**config.mk**
```make
export PLATFORM = sky130hd
export DESIGN_NAME = data_mem_controller
export DESIGN_NICKNAME = d
export VERILOG_FILES = /design/src/rtl/rv32im_mem_pkg.sv /design/src/rtl/load_formatter.sv /design/src/rtl/data_mem_controller.sv
export SDC_FILE = /design/constraint.sdc
export NUM_CORES = 1
export LEC_CHECK = 0
export CAP_MARGIN = 20
export CORE_ASPECT_RATIO = 2
export CORE_MARGIN = 2
export CORE_UTILIZATION = 39
export CTS_CLUSTER_SIZE = 30
export DETAILED_ROUTE_END_ITERATION = 8
export PLACE_DENSITY_LB_ADDON = 0.3
export SKIP_LAST_GASP = 1
export SYNTH_ARGS = -nofsm -noshare
export SYNTH_HDL_FRONTEND = slang
export SYNTH_SLANG_ARGS = --single-unit
```
**constraint.sdc**
```tcl
create_clock -name CLK -period 1.5 [get_ports CLK]
set_input_delay 0.375 -clock CLK [delete_from_list [all_inputs] [get_ports CLK]]
set_output_delay 0.375 -clock CLK [all_outputs]
set_load 0.005 [all_outputs]
```
**src/rtl/rv32im_mem_pkg.sv**
```systemverilog
// Shared memory-access definitions for the RV32IM core: load/store funct3
// codes, MEM_READ/MEM_WRITE field positions, controller FSM encoding and
// small size/alignment helpers.
package rv32im_mem_pkg;

  // Load funct3 codes
  localparam logic [2:0] F3_LB  = 3'b000;
  localparam logic [2:0] F3_LH  = 3'b001;
  localparam logic [2:0] F3_LW  = 3'b010;
  localparam logic [2:0] F3_LBU = 3'b100;
  localparam logic [2:0] F3_LHU = 3'b101;

  // Store funct3[1:0] codes
  localparam logic [1:0] F3_SB = 2'b00;
  localparam logic [1:0] F3_SH = 2'b01;
  localparam logic [1:0] F3_SW = 2'b10;

  // Enable bit positions within the control-unit memory fields
  localparam int MEM_READ_EN_BIT  = 3;
  localparam int MEM_WRITE_EN_BIT = 2;

  typedef enum logic [1:0] {
    MEM_IDLE   = 2'd0,
    MEM_ACCESS = 2'd1,
    MEM_DONE   = 2'd2
  } mem_state_e;

  typedef enum logic [1:0] {
    SZ_BYTE = 2'd0,
    SZ_HALF = 2'd1,
    SZ_WORD = 2'd2
  } mem_size_e;

  typedef struct packed {
    logic        store;
    logic [2:0]  funct3;
    logic [31:0] addr;
    logic [31:0] wdata;
  } mem_req_t;

  // Loads and stores share the low two funct3 bits for access size;
  // the undefined encodings fall back to a full word.
  function automatic mem_size_e mem_size(input logic [1:0] f3_lo);
    case (f3_lo)
      F3_SB:   return SZ_BYTE;
      F3_SH:   return SZ_HALF;
      F3_SW:   return SZ_WORD;
      default: return SZ_WORD;
    endcase
  endfunction

  function automatic logic is_misaligned(input mem_size_e sz, input logic [1:0] off);
    case (sz)
      SZ_HALF: return off[0];
      SZ_WORD: return |off;
      default: return 1'b0;
    endcase
  endfunction

  // Clears the low offset bits that a naturally aligned access cannot use
  function automatic logic [1:0] align_off(input mem_size_e sz, input logic [1:0] off);
    case (sz)
      SZ_HALF: return {off[1], 1'b0};
      SZ_WORD: return 2'b00;
      default: return off;
    endcase
  endfunction

endpackage

```
**src/rtl/load_formatter.sv**
```systemverilog
// Load data extraction: selects the byte/half addressed within the fetched
// word and sign- or zero-extends it according to the load funct3.
module load_formatter
  import rv32im_mem_pkg::*;
(
  input  logic [31:0] word_i,
  input  logic [2:0]  funct3_i,
  input  logic [1:0]  addr_i,
  output logic [31:0] result_o
);

  logic [7:0]  b;
  logic [15:0] h;

  // Lane select then extend; undefined codes read as a full word
  always_comb begin
    b = word_i[{addr_i, 3'b000} +: 8];
    h = addr_i[1] ? word_i[31:16] : word_i[15:0];
    case (funct3_i)
      F3_LB:   result_o = {{24{b[7]}}, b};
      F3_LH:   result_o = {{16{h[15]}}, h};
      F3_LBU:  result_o = {24'b0, b};
      F3_LHU:  result_o = {16'b0, h};
      F3_LW:   result_o = word_i;
      default: result_o = word_i;
    endcase
  end

endmodule

```
**src/rtl/data_mem_controller.sv**
```systemverilog
// Data memory controller: turns one pipeline load/store into a
// IDLE -> ACCESS -> DONE handshake with the backing word memory, stalling
// the pipeline through BUSYWAIT. Define DMEM_MISALIGN_TRAP_EN to flag
// misaligned half/word requests on MISALIGNED instead of silently aligning.
module data_mem_controller
  import rv32im_mem_pkg::*;
#(
  parameter int DMEM_ADDR_W = 30
) (
  input  logic                   CLK,
  input  logic                   RESET,
  input  logic [3:0]             MEM_READ,
  input  logic [2:0]             MEM_WRITE,
  input  logic [31:0]            ADDRESS,
  input  logic [31:0]            WRITE_DATA,
  output logic [31:0]            READ_DATA,
  output logic                   BUSYWAIT,
  output logic                   MISALIGNED,
  output logic                   DMEM_READ,
  output logic                   DMEM_WRITE,
  output logic [DMEM_ADDR_W-1:0] DMEM_ADDR,
  output logic [31:0]            DMEM_WDATA,
  output logic [3:0]             DMEM_BYTE_EN,
  input  logic [31:0]            DMEM_RDATA,
  input  logic                   DMEM_BUSYWAIT
);

  mem_state_e  state_q, state_d;
  mem_req_t    req_q, req_d;
  logic [31:0] rdata_q;
  logic [31:0] fmt_data;
  logic [3:0]  st_be;
  logic        is_store, is_load, req_vld, start;
  mem_size_e   req_sz, acc_sz;
`ifdef DMEM_MISALIGN_TRAP_EN
  logic        misal;
`endif

  // Decode the incoming request (store wins) and build the aligned copy to latch
  always_comb begin
    is_store     = MEM_WRITE[MEM_WRITE_EN_BIT];
    is_load      = MEM_READ[MEM_READ_EN_BIT] & ~is_store;
    req_vld      = is_store | is_load;
    req_d.store  = is_store;
    req_d.funct3 = is_store ? {1'b0, MEM_WRITE[1:0]} : MEM_READ[2:0];
    req_sz       = mem_size(req_d.funct3[1:0]);
    req_d.addr   = {ADDRESS[31:2], align_off(req_sz, ADDRESS[1:0])};
    req_d.wdata  = WRITE_DATA;
`ifdef DMEM_MISALIGN_TRAP_EN
    misal        = req_vld & is_misaligned(req_sz, ADDRESS[1:0]);
    start        = req_vld & ~misal;
`else
    start        = req_vld;
`endif
  end

  // State register
  always_ff @(posedge CLK) begin
    if (RESET) state_q <= MEM_IDLE;
    else       state_q <= state_d;
  end

  // Request latch, captured only when a transaction starts
  always_ff @(posedge CLK) begin
    if (RESET)                              req_q <= '0;
    else if (state_q == MEM_IDLE && start)  req_q <= req_d;
  end

  load_formatter u_fmt (
    .word_i   (DMEM_RDATA),
    .funct3_i (req_q.funct3),
    .addr_i   (req_q.addr[1:0]),
    .result_o (fmt_data)
  );

  // Load result register, updated on the edge the memory completes a load
  always_ff @(posedge CLK) begin
    if (RESET)
      rdata_q <= '0;
    else if (state_q == MEM_ACCESS && !DMEM_BUSYWAIT && !req_q.store)
      rdata_q <= fmt_data;
  end

  // Next-state logic
  always_comb begin
    state_d = state_q;
    case (state_q)
      MEM_IDLE:   if (start) state_d = MEM_ACCESS;
      MEM_ACCESS: if (!DMEM_BUSYWAIT) state_d = MEM_DONE;
      MEM_DONE:   state_d = MEM_IDLE;
      default:    state_d = MEM_IDLE;
    endcase
  end

  // Store lane enables and replicated write data from the latched request
  always_comb begin
    acc_sz     = mem_size(req_q.funct3[1:0]);
    st_be      = 4'b1111;
    DMEM_WDATA = req_q.wdata;
    case (acc_sz)
      SZ_BYTE: begin
        st_be      = 4'b0001 << req_q.addr[1:0];
        DMEM_WDATA = {4{req_q.wdata[7:0]}};
      end
      SZ_HALF: begin
        st_be      = 4'b0011 << {req_q.addr[1], 1'b0};
        DMEM_WDATA = {2{req_q.wdata[15:0]}};
      end
      default: ;
    endcase
  end

  // FSM outputs: stall while starting/accessing, strobes only in ACCESS
  always_comb begin
    BUSYWAIT     = 1'b0;
    DMEM_READ    = 1'b0;
    DMEM_WRITE   = 1'b0;
    DMEM_BYTE_EN = 4'b0000;
    case (state_q)
      MEM_IDLE:   BUSYWAIT = start;
      MEM_ACCESS: begin
        BUSYWAIT     = 1'b1;
        DMEM_READ    = ~req_q.store;
        DMEM_WRITE   = req_q.store;
        DMEM_BYTE_EN = req_q.store ? st_be : 4'b1111;
      end
      default: ;
    endcase
  end

`ifdef DMEM_MISALIGN_TRAP_EN
  assign MISALIGNED = (state_q == MEM_IDLE) & misal;
`else
  assign MISALIGNED = 1'b0;
`endif

  assign DMEM_ADDR = req_q.addr[DMEM_ADDR_W+1:2];
  assign READ_DATA = rdata_q;

endmodule

```
; ---- Word level (Yosys, flattened, before mapping)
; Cells that the tools add are included.
[word_totals]
register_bits = 102
latch_bits = 0
ram_bits = 0
rom_bits = 0
inputBits = 106
out_inout_bits = 102
wordCells = 51
mem_count = 0
[classes]
add_sub_neg = 0
mul = 0
div_mod_pow = 0
n_lt_le_gt_ge = 0
eq_ne = 11
shift = 3
muxes = 16
bitwise = 4
reduce_logical = 11
[op_table]
columns = operator, n
row1 = 32-bit one-hot mux with 4 select lines, 1
row2 = 32-bit one-hot mux with 2 select lines, 1
row3 = 32-bit by 6-bit indexed part select with 8-bit output, 1
row4 = 16-bit two-way mux, 1
row5 = 2-bit one-hot mux with 2 select lines, 4
row6 = "2-bit by 1-bit == test with 1-bit output, second input constant", 5
row7 = 2-bit zero test, 4
row8 = 4-bit two-way mux, 2
row9 = 4-bit one-hot mux with 2 select lines, 1
row10 = "3-bit == test, second input constant", 2
row11 = 2-bit two-way mux, 2
row12 = "2-bit inequality test, second input constant", 2
row13 = "1-bit by 2-bit left shift with 4-bit output, first input constant", 1
row14 = "2-bit by 2-bit left shift with 4-bit output, first input constant", 1
row15 = "3-bit by 1-bit == test with 1-bit output, second input constant", 1
row16 = 1-bit logical AND, 3
row17 = 3-bit zero test, 1
row18 = 3-bit two-way mux, 1
row19 = "2-bit == test, second input constant", 1
row20 = 1-bit zero test, 2
row21 = 1-bit two-way mux, 2
row22 = 1-bit NOT, 2
row23 = 1-bit one-hot mux with 2 select lines, 1
row24 = 2-bit AND reduction, 1
row25 = 2 further kinds, 2

; ---- Depth between registers and ports, before layout
[depth]
word_depth = 6
ltp_mapped = 7
mapped_depth_nobuf = 4

; ---- By module
; A second synthesis with hierarchy kept.
[unflattened]
hier_cells = 679
area_unflattened_um2 = 5237.5
[modules_own_cells]
columns = module, n_inst, cells_per_inst, area_each_um2, seq_area_each_um2
row1 = data_mem_controller, 1, 561, 4476.8, 2042.0
row2 = load_formatter, 1, 118, 760.7, 0.0

; ---- Worst setup path after synthesis
; Ideal clock, no wire load.
[synth_path]
path_type = reg-to-output
from = reg req_q[65] (netlist bit)
to = out DMEM_WDATA[17]
t_arrival_ns = 1.255
required_ns = 1.125
setup_slack_ns = -0.130
stages_incl_launch_ff = 4
n_path_buf = 2
path_cell_list = dfxtp_1 > buf_1 > buf_2 > mux2_2
[synth_via]
elab_chain_len = 4
elab_cells_between_ends = 6
cone_classes = eq/ne: 2 / mux: 2 / reduce/logical: 2
[synth_lines]
columns = item, line_no
row1 = start: declaration, data_mem_controller.sv:29  ; mem_req_t req_q, req_d;
row2 = start signal: assignment, data_mem_controller.sv:66  ; else if (state_q == MEM_IDLE && start) req_q <= req_d;
row3 = 2-bit by 1-bit == test with 1-bit output or 2-bit zero test (tied branches), rv32im_mem_pkg.sv:44  ; case (f3_lo)
row4 = 2-bit one-hot mux with 2 select lines (*), rv32im_mem_pkg.sv:44
row5 = 2-bit by 1-bit == test with 1-bit output or 2-bit zero test (tied branches), data_mem_controller.sv:100  ; case (acc_sz)
row6 = 32-bit one-hot mux with 2 select lines (*), data_mem_controller.sv:100
row7 = end: declaration, data_mem_controller.sv:22  ; output logic [31:0] DMEM_WDATA,
; Mark *: on every way between the ends. The rest lies on a longest branch, timed or not.

; ---- Worst setup path after layout
[layout_path]
from = reg req_q[65] (netlist bit)
to = out DMEM_WDATA[11]
; Same word-level chain as after synthesis.

==> flow_summary.ini <==
[sta]
hold-worst-slack_ns = 0.3249
worst_pin_slew_ns = 0.6812
finalHoldViolations = 0
fmax_ghz = 0.5531
slew_headroom_pct = 54.59
period_minus_slack_ns = 1.808
setup_ws_ns = -0.3079
min_period_over_period_pct = 120.5
slew_violations = 0
setup_viol = 132
fin_skew_ns = 0.007582
grt_setup_unrepaired = true

[worst_setup_path]
critPathMaxFanout = 8
setup.worst_path.start_class = flop
crit_type = flop to primary output
critPathRequiredTime_ns = 1.12
worstPathArrival_ns = 1.43
crit_path_end_kind = primary output

[clock_network]
cts_tree = built
clock-root-buffer = clkbuf_16
cts_max_path_buffers = 2
clk_pin_slew_ns = 0.08
cts_max_level = 3
cts.sinks = 102
cts_buffers = 9
worstSkewPairLatency_ns = 0.35
cts_hold_buffers = 0

[place]
dp_cells = 967
hpwl_um = 12820
numPortBuffers = 206
gp_congestion = 0.8990

[die]
dieArea_um2 = 13460
die_w_um = 83.05
die_h_um = 162.1
num_rows = 57
start_util_pct = 39.96
ios = 208
core_um2 = 12200

[routing]
drc = 0
routed-via-count = 5802
final_antenna_net_count = 0
routedWlPerCell_um = 21.13
dr.pass1.iters = 4
viasPerCell = 5.563
drt-total-wl_um = 22040
drt_iter0_markers = 332

[power_and_ir_drop]
switchingPower_mw = 2.886
p_leak_nw = 4.334
power_density_nw_per_um2 = 906.1
swShare_pct = 32.56
clkPwrFrac_pct = 28.8
irDropWorstVdd_v = 0.0006543
power_frac_comb_pct = 35.5
intPower_mw = 5.979
p_seq_share_pct = 35.7

[status]
status = finished, violations left
violations = negative setup slack

[final_layout]
utilization_pct = 80.22
nets = 997
antenna_cells = 0
instances_no_fill = 1043
drive_gt1_share_pct = 52.57
area_delta_synth_final_pct = 100.7

[logic_synthesis]
netlist_area_um2 = 4873
synth_fp_nets = 728
synthDistinctLibCells = 39
ys_seq_area_share_pct = 41.90
ys_ff_latch = 102
synth_ff_type = dfxtp_1
synth.avg_cell_area_um2 = 7.835
synthArstFlopShare_pct = 0
ys_warn_count = 0
netlist_instances = 622
synth_edf_count = 0

[global_route]
grt_pass1_wl_um = 31480
track_usage_pct = 29.35
antenna_found_initial = 0
grt_overflow_total = 0
grt_max_degree = 42
grt_pass1_vias = 6217

[run]
drv_cap = 0

[min_path]
hold_class = input pin to flop
[metal layers]
layer	vias up	wire (um)	global-route usage [%]
met5	-	0	0
met1	2841	7212	27.36
met3	76	1106	6.098
met4	0	1078	18.18
met2	270	12650	56.74
li1	2615	-	-
[state kept, by name, indices dropped and copies added, names as in the netlist]
register and cells:
DMEM_ADDR 30, READ_DATA 32, req_q 38, state_q 2
[cells by family (layout without fill, tap and decap cells)]
group                  Yosys count  in the layout  share of synthesized area (%)
other                            1              1                        0.07695
buffers and inverters           90            363                          10.78
flip-flops                     102            102                          41.90
AND/OR/NAND/NOR                248            249                          21.72
multiplexers                    30             30                          6.598
AO/OA/AOI/OAI                  151            151                          18.92
[worst max-delay path, stage by stage, from the launching register on]
cell and delay, ns:
dfxtp_4 0.39, nor2_4 0.12, buf_12 0.15, mux2_4 0.31, buf_6 0.12
[final cells by class]
type | instances | area (um2)
Inverter | 4 | 27.53
Clock buffer | 9 | 225.2
Sequential cell | 102 | 2102
Tap cell | 147 | 183.9
Fill cell | 711 | 2412
Multi-Input combinational cell | 431 | 3689
Clock inverter | 7 | 90.09
Timing Repair Buffer | 343 | 3466
[cell usage in the layout, fill, tap and decap left out, drive strengths merged]
master and n:
a21oi 81, or2 8, a31oi 4, a22oi 1, o21a 3, dlygate4sd2 73
a211oi 19, nand2 166, nand3b 3, dfxtp 102, o2bb2ai 1, nor2 44
buf 166, clkdlybuf4s50 101, nor4 5, nand2b 3, o21ai 22, o21bai 3
a211o 3, a221oi 8, nor3 4, or3 10, inv 7, conb 1
clkinv 3, clkbuf 12, nor2b 1, a2111oi 4, a32oi 1, or4b 1
bufinv 1, mux2 17, and3b 3, nor4b 1, mux2i 13, o41ai 1
[final timing paths]
check,endpoint,slack [ns],cells past startpoint,start
setup / recovery,DMEM_WDATA[11],-0.31,4,req_q[65]
hold / removal,READ_DATA[23],0.32,2,RESET
setup reg to reg,req_q[6],-0.25,8,state_q[1]
hold reg to reg,READ_DATA[9],0.47,2,READ_DATA[9]
[power groups by stage]
stage          Combinational (mW)  Clock (mW)  Sequential, mW
5_1_grt                      3.31        2.67            3.19
3_5_place_dp                 2.07           0            3.14
4_1_cts                      2.85        2.55            3.11
6_report                     3.15        2.55            3.17
2_1_floorplan               0.942           0            3.11
3_3_place_gp                 2.03           0            3.13
[per-stage QoR]
step | setup WS, ns | instance area [um2] | TNS (ns) | power [mW]
5_1_grt | -0.3709 | 9783 | -27.63 | 9.168
2_1_floorplan | -0.07643 | 4938 | -0.8632 | 4.048
3_5_place_dp | -0.5867 | 7326 | -56.25 | 5.205
6_report | -0.3079 | 9783 | -23.99 | 8.865
3_3_place_gp | -0.5348 | 7326 | -53.30 | 5.156
4_1_cts | -0.3457 | 9204 | -23.16 | 8.506
[cells in the mapped netlist, types with 2 or more instances]
cell type | n | share of area (%)
a21oi_1 | 79 | 8.1
nor3_1 | 4 | 0.41
a2111oi_0 | 4 | 0.72
nor2_1 | 42 | 3.2
o21a_1 | 3 | 0.46
nand2b_1 | 3 | 0.39
o21bai_1 | 3 | 0.46
a211o_1 | 3 | 0.54
clkbuf_1 | 25 | 1.9
a211oi_1 | 19 | 2.9
or2_2 | 8 | 1.0
buf_2 | 18 | 1.8
buf_6 | 2 | 0.46
dfxtp_1 | 102 | 42
and3b_1 | 3 | 0.54
o21ai_0 | 22 | 2.3
nand2_1 | 166 | 13
mux2i_1 | 13 | 2.7
a221oi_1 | 7 | 1.3
nor2_2 | 2 | 0.26
or3_1 | 9 | 1.2
mux2_2 | 17 | 3.9
inv_1 | 4 | 0.31
nand3b_1 | 3 | 0.46
buf_4 | 40 | 6.2
a31oi_1 | 4 | 0.51
nor4_1 | 5 | 0.64
[timing repair]
item / CTS / global route
setup buffers: 42 / 14
pin swaps: 109 / 73
cloned: 13 / 2
gates resized for setup: 511 / 152
setup endpoints to repair: 200 / 131
(Power assumes the default switching activity.)
